File: src/rtl/rr_grant_arbiter3.sv
// Three-requester round-robin arbiter with a registered one-hot grant.
// An owner may keep the grant for at most HOLD_MAX cycles while others wait.
module rr_grant_arbiter3 #(
  parameter int unsigned HOLD_MAX = 4
) (
  input  logic       clk,
  input  logic       rst_n,
  input  logic [2:0] w,
  output logic [2:0] gnt,
  output logic       gnt_valid,
  output logic [1:0] gnt_id,
  output logic [3:0] hold_cnt
);

  localparam logic [3:0] HOLD_LIM = 4'(HOLD_MAX - 1);

  logic [1:0] ptr;
  logic [1:0] ptr_nxt;
  logic [1:0] id_nxt;
  logic [1:0] sel;
  logic [2:0] gnt_nxt;
  logic [3:0] hold_nxt;
  logic [2:0] others;
  logic [2:0] cand;
  logic       keep;

  function automatic logic [1:0] wrap3(input logic [2:0] v);
    return (v >= 3'd3) ? 2'(v - 3'd3) : v[1:0];
  endfunction

  // First asserted candidate scanning p, p+1, p+2 (mod 3); lowest offset wins.
  function automatic logic [1:0] pick(input logic [1:0] p, input logic [2:0] c);
    logic [1:0] r;
    logic [1:0] i;
    r = p;
    for (int k = 2; k >= 0; k--) begin
      i = wrap3({1'b0, p} + 3'(k));
      if (c[i]) r = i;
    end
    return r;
  endfunction

  // When the owner is being forced off, it is excluded from the scan.
  assign others = w & ~gnt;
  assign cand   = (others != 3'b000) ? others : w;
  assign keep   = gnt_valid && ((w & gnt) != 3'b000) &&
                  ((hold_cnt < HOLD_LIM) || (others == 3'b000));
  assign sel    = pick(ptr, cand);

  always_comb begin
    gnt_nxt  = 3'b000;
    id_nxt   = 2'd0;
    hold_nxt = 4'd0;
    ptr_nxt  = ptr;
    if (keep) begin
      gnt_nxt  = gnt;
      id_nxt   = gnt_id;
      hold_nxt = (hold_cnt == 4'd15) ? 4'd15 : hold_cnt + 4'd1;
    end else if (w != 3'b000) begin
      gnt_nxt  = 3'b001 << sel;
      id_nxt   = sel;
      ptr_nxt  = wrap3({1'b0, sel} + 3'd1);
    end
  end

  always_ff @(posedge clk or negedge rst_n) begin
    if (!rst_n) begin
      gnt      <= 3'b000;
      gnt_id   <= 2'd0;
      hold_cnt <= 4'd0;
      ptr      <= 2'd0;
    end else begin
      gnt      <= gnt_nxt;
      gnt_id   <= id_nxt;
      hold_cnt <= hold_nxt;
      ptr      <= ptr_nxt;
    end
  end

  assign gnt_valid = |gnt;

endmodule

File: config.mk
export PLATFORM = sky130hd
export DESIGN_NAME = rr_grant_arbiter3
export DESIGN_NICKNAME = d
export VERILOG_FILES = /design/src/rtl/rr_grant_arbiter3.sv
export SDC_FILE = /design/constraint.sdc
export NUM_CORES = 1
export LEC_CHECK = 0
export CAP_MARGIN = 20
export CORE_MARGIN = 2
export CORE_UTILIZATION = 45
export CTS_BUF_LIST = sky130_fd_sc_hd__clkbuf_8
export CTS_CLUSTER_SIZE = 12
export DETAILED_ROUTE_END_ITERATION = 7
export PLACE_DENSITY = 0.69
export SLEW_MARGIN = 20
export SYNTH_ARGS = -nofsm -noshare
export SYNTH_HDL_FRONTEND = slang
export SYNTH_SLANG_ARGS = --single-unit
File: constraint.sdc
create_clock -name clk -period 5 [get_ports clk]
set_input_delay 1 -clock clk [delete_from_list [all_inputs] [get_ports clk]]
set_output_delay 1 -clock clk [all_outputs]
set_load 0.1 [all_outputs]
Word level (Yosys, flattened, before mapping)
Cells that the tools add are included.
W data, S select, Z words.
{"block": "totals", "inputBits": 5, "regBits": 11, "output_inout_bits": 10, "wordCells": 53}
{"block": "classes", "addsub": 8, "n_shift": 1, "mux": 18, "n_reduce_logical": 9, "magnitude_cmp": 8, "n_eq_ne": 1, "bitwise_logic": 4}
{"op": "$mux W2", "count": 8}
{"op": "$ge A3 B2 Y1 const B", "count": 3}
{"op": "$lt A2 B3 Y1 const B", "count": 3}
{"op": "$reduce_bool A3 Y1", "count": 3}
{"op": "$mux W4", "count": 2}
{"op": "$sub A2 B2 Y2 const B", "count": 4}
{"op": "$add A2 B1 Y3 const B", "count": 2}
{"op": "$and A3 B3 Y3", "count": 2}
{"op": "$bmux W1 S2", "count": 3}
{"op": "$mux W3", "count": 2}
{"op": "$add A4 B1 Y4 const B", "count": 1}
{"op": "$eq A4 B4 Y1 const B", "count": 1}
{"op": "$lt A4 B2 Y1 const B", "count": 1}
{"op": "$add A2 B2 Y3 const B", "count": 1}
{"op": "$logic_not A3 Y1", "count": 1}
{"op": "$mux W1", "count": 3}
{"op": "$not A3 Y3", "count": 1}
{"op": "$reduce_or A3 Y1", "count": 1}
{"op": "$shl A1 B2 Y3 const A", "count": 1}
{"op": "$ge A2 B2 Y1 const B", "count": 1}
{"op": "$logic_and A1 B1 Y1", "count": 2}
{"op": "$reduce_and A2 Y1", "count": 1}
{"op": "$logic_or A1 B1 Y1", "count": 1}
{"op": "$not A1 Y1", "count": 1}

Depth between registers and ports, before layout
{"block": "logic_depth", "depth_word": 12, "ltp_mapped": 11}

Worst setup path before layout
OpenSTA, ideal clock, no wires.
{"block": "synth_timing", "path_kind": "reg-to-output", "startpoint": "register gnt[0]", "endpoint": "output port gnt_valid", "t_arrival_ps": 1835, "path_stages_with_launch": 2, "path_slack_ps": 2165, "path_buffers": 0, "path_cell_list": "dfrtp_1 or3_1"}
{"block": "synth_via", "elab_chain_len": 1}
{"element": "start, declared", "line_no": "9", "source": "output logic [2:0] gnt,"}
{"element": "start signal, assigned", "line_no": "73", "source": "gnt <= gnt_nxt;"}
{"element": "$reduce_or A3 Y1", "line_no": "80", "source": "assign gnt_valid = |gnt;"}
{"element": "end, declared", "line_no": "10", "source": "output logic gnt_valid,"}
No other way between the ends.

Worst setup path in the final report
{"block": "layout_timing", "startpoint": "input port w[2]", "endpoint": "register gnt[1]"}
{"block": "layout_via", "elab_chain_len": 10, "elab_cells_between_ends": 21, "classes_between": "1 x shift; 11 x mux; 2 x bitwise; 7 x reduce/logical"}
{"element": "start, declared", "line_no": "8", "source": "input logic [2:0] w,"}
{"element": "$and A3 B3 Y3", "line_no": "44", "source": "assign others = w & ~gnt;"}
{"element": "$reduce_bool A3 Y1", "line_no": "45", "source": "assign cand = (others != 3'b000) ? others : w;"}
{"element": "$mux W3", "line_no": "45"}
{"element": "$bmux W1 S2", "line_no": "38", "source": "if (c[i]) r = i;"}
{"element": "$mux W1 (not written as such)", "line_no": "38"}
{"element": "$mux W2 (3 in series)", "line_no": "38"}
{"element": "$shl A1 B2 Y3", "line_no": "60", "source": "gnt_nxt = 3'b001 << sel;"}
{"element": "$mux W3", "line_no": "59", "source": "end else if (w != 3'b000) begin"}
Parallel ways exist; a longest one is shown, timed or not. The select of a mux whose other input is x is not followed.
A chain may end at the register's enable or synchronous reset.

==> reports/metrics.csv <==
stage;metric;value;unit
worst_setup_path;worstSetupPathType;primary input to flop;
floorplan;io_pins;15;
route;drc_errors;0;
cts;clk_pin_slew;0.05;ns
route;dr.pass1.iters;4;
worst_setup_path;cp-end-kind;flop;
placed_design;dpl.cell_count;137;
status;status;finished, final reports clean;
route;routedWlPerCell;13.9;microns
global_route;grt_pass1_vias;792;
cts;cts_tree;done;
worst_setup_path;critPathArrivalTime;3.29;ns
route;ant_nets;0;
global_route;overflow;0;
synthesis;syn_nets;108;
synthesis;yosysSeqAreaShare;30.9;%
cts;root_buffer;clkbuf_8;
timing;hold_slack;0.521;ns
cts;htree_levels;1;
route;dr_wl_met2;957;microns
layout;final_area;1090;sq um
layout;stdcell_count;141;
cts;post-cts-setup-buffers;0;
floorplan;dieArea;2350;sq um
synthesis;syn_avg_cell_area;9.08;sq um
synthesis;netlist_area;890;sq um
cts;clk_latency;0.23;ns
timing;min_period;3.17;ns
worst_setup_path;critPathBufInv;1;
route;wl;1.96;mm
layout;multi_input_area;576;sq um
timing;setup_viol_count_final;0;
job;drv_cap;0;
layout;layout.area.seq;275;sq um
global_route;track_usage;18.4;%
route;viasPerCell;5.69;
global_route;grt_pass1_wl;3.42;mm
timing;slew_headroom;34.6;%
synthesis;ys_warn_count;0;
worst_setup_path;start_kind;primary input;
worst_setup_path;crit_path_top_delay_cell;clkdlybuf4s50_1;
global_route;grt_max_degree;12;
layout;nNetsFinal;125;
timing;skew;0.00232;ns
placed_design;dp_hpwl;1.46;mm
placed_design;port_buffers;14;
layout;area.growth.synth_to_final;22.8;%
worst_setup_path;required;5.12;ns
synthesis;netlist-cell-type-count;42;
route;drt_first_iter_violations;22;
layout;n_antenna_cell;0;
floorplan;die_w;48.5;microns
timing;tns;0;ns
timing;hold_viol;0;
global_route;antenna_found_initial;0;
cts;clock_sinks;11;
synthesis;ys_ff_latch;11;
route;wl_met3;70;microns
worst_setup_path;crit_path_max_fanout;11;
worst_setup_path;max_stage_delay;0.70;ns
worst_hold_path;worstHoldPathType;flop to flop;
timing;fin_crit_sh;63.4;%
route;wl_met1;909;microns
route;route.vias.total;802;
route;top_layer;met4;
cts;cts_resized;0;
placed_design;place_congestion;0.870;
timing;fmax;0.316;GHz
floorplan;die_h;48.5;microns
timing;rsz0062_at_grt;no;
layout;drive_above_1_share;14.0;%
floorplan;core;1920;sq um
floorplan;fp-row-count;16;
cts;cts_max_path_buffers;2;
floorplan;start_util;46.3;%
timing;worstMarginPinSlew;0.978;ns
worst_setup_path;crit_family;compound AO/OA/AOI/OAI gates;
timing;drv_slew;0;
cts;numCtsBuffers;3;
cts;postCtsHoldBufs;0;
placed_design;place_area;1050;sq um
worst_setup_path;worstPathCellList;clkdlybuf4s50_1 > nor2b_1 > o21ai_1 > a31o_1 > a32o_1 > a21oi_1 > nor2_1 > ha_1 > a22o_1;
synthesis;netlist_instances;98;
layout;fillers;190;
[final cells by class]
class                   count  area share (%)
clock inverters             1           0.344
inverters                   6            2.06
flip-flops and latches     11            25.2
well taps                  27            3.09
multi-input cells          79            52.7
repair buffers             14            12.8
clock buffers               3            3.78
[cell usage after synthesis (all sizes together)]
| cell | n | area [sq um] |
|---|---|---|
| dfrtp | 11 | 275 |
| a31oi | 3 | 18.8 |
| a32o | 2 | 20.0 |
| nand4b | 2 | 17.5 |
| a32oi | 1 | 8.76 |
| nand4 | 1 | 6.26 |
| nor3b | 1 | 7.51 |
| or2b | 1 | 7.51 |
| o211ai | 1 | 7.51 |
| nor3 | 5 | 30.0 |
| or2 | 1 | 8.76 |
| o21ai | 4 | 27.5 |
| a21o | 1 | 8.76 |
| a211oi | 1 | 7.51 |
| and3b | 1 | 10.0 |
| o31ai | 2 | 28.8 |
| nand2 | 11 | 41.3 |
| nor2 | 7 | 26.3 |
| inv | 6 | 22.5 |
| a31o | 3 | 26.3 |
| a21boi | 1 | 7.51 |
| or3 | 1 | 6.26 |
| o41ai | 2 | 32.5 |
| a22o | 3 | 26.3 |
| buf | 2 | 16.3 |
| and2b | 2 | 17.5 |
| nor2b | 3 | 26.3 |
| nand3 | 5 | 25.0 |
| a222oi | 1 | 10.0 |
| o211a | 2 | 20.0 |
| a21oi | 4 | 20.0 |
| ha | 5 | 62.6 |
| nand2b | 2 | 12.5 |
[state kept, by name, indices dropped and copies added (netlist names)]
register / count
gnt: 3
hold_cnt: 4
ptr: 2
gnt_id: 2
[stage by stage]
| step | utilization (%) | setup slack (ns) |
|---|---|---|
| after detailed placement | 54.5 | 1.64 |
| after global placement | 54.5 | 1.62 |
| after global routing | 56.8 | 1.68 |
| after CTS | 56.8 | 1.86 |
| after floorplan | - | 2.16 |
| final | 56.8 | 1.83 |
[path summary, 6_finish.rpt]
path | startpoint | end | slack [ns] | depth (start not counted)
setup reg to reg | ptr[0] | ptr[0] | 2.62 | 10
hold reg to reg | hold_cnt[0] | hold_cnt[0] | 0.52 | 1
setup / recovery | w[2] | gnt[1] | 1.83 | 9
hold / removal | hold_cnt[0] | hold_cnt[0] | 0.52 | 1
max in group asynchronous | rst_n | gnt_id[1] | 3.56 | 1
min in group asynchronous | rst_n | hold_cnt[3] | 1.10 | 1
[layer usage]
metal | vias to the layer above | track usage [%]
li1 | 406 | -
met1 | 380 | 22.0
met2 | 14 | 32.4
met3 | 2 | 5.25
met4 | 0 | 4.76
met5 | - | 0
[layout by cell type (no fill, tap or decap), drive strengths merged]
master and instances:
o211a 2, nor2b 3, a32o 2, inv 7
o41ai 2, clkbuf 3, nand3 5, a22o 3
a21oi 4, a211oi 1, or3 1, nand2 11
clkdlybuf4s50 14, a21boi 1, or2 1, nor3 5
nand4 1, o211ai 1, ha 5, a21o 1
nor3b 1, and3b 1, a222oi 1, nand4b 2
a31oi 3, dfrtp 11, nor2 7, or2b 1
o31ai 2, nand2b 2, and2b 2, o21ai 4
a31o 3, a32oi 1
[logic make-up (layout without fill, tap and decap cells)]
logic type,Yosys count,after routing,share of synthesized area [%]
compound gates,31,31,30.4
fa+ha+maj,5,5,7.03
buf+inv,8,24,4.36
flops,11,11,30.9
simple gates,43,43,27.3
Power is not shown: default switching activity piles up to over one toggle a cycle in this logic, so the estimate is an artifact.
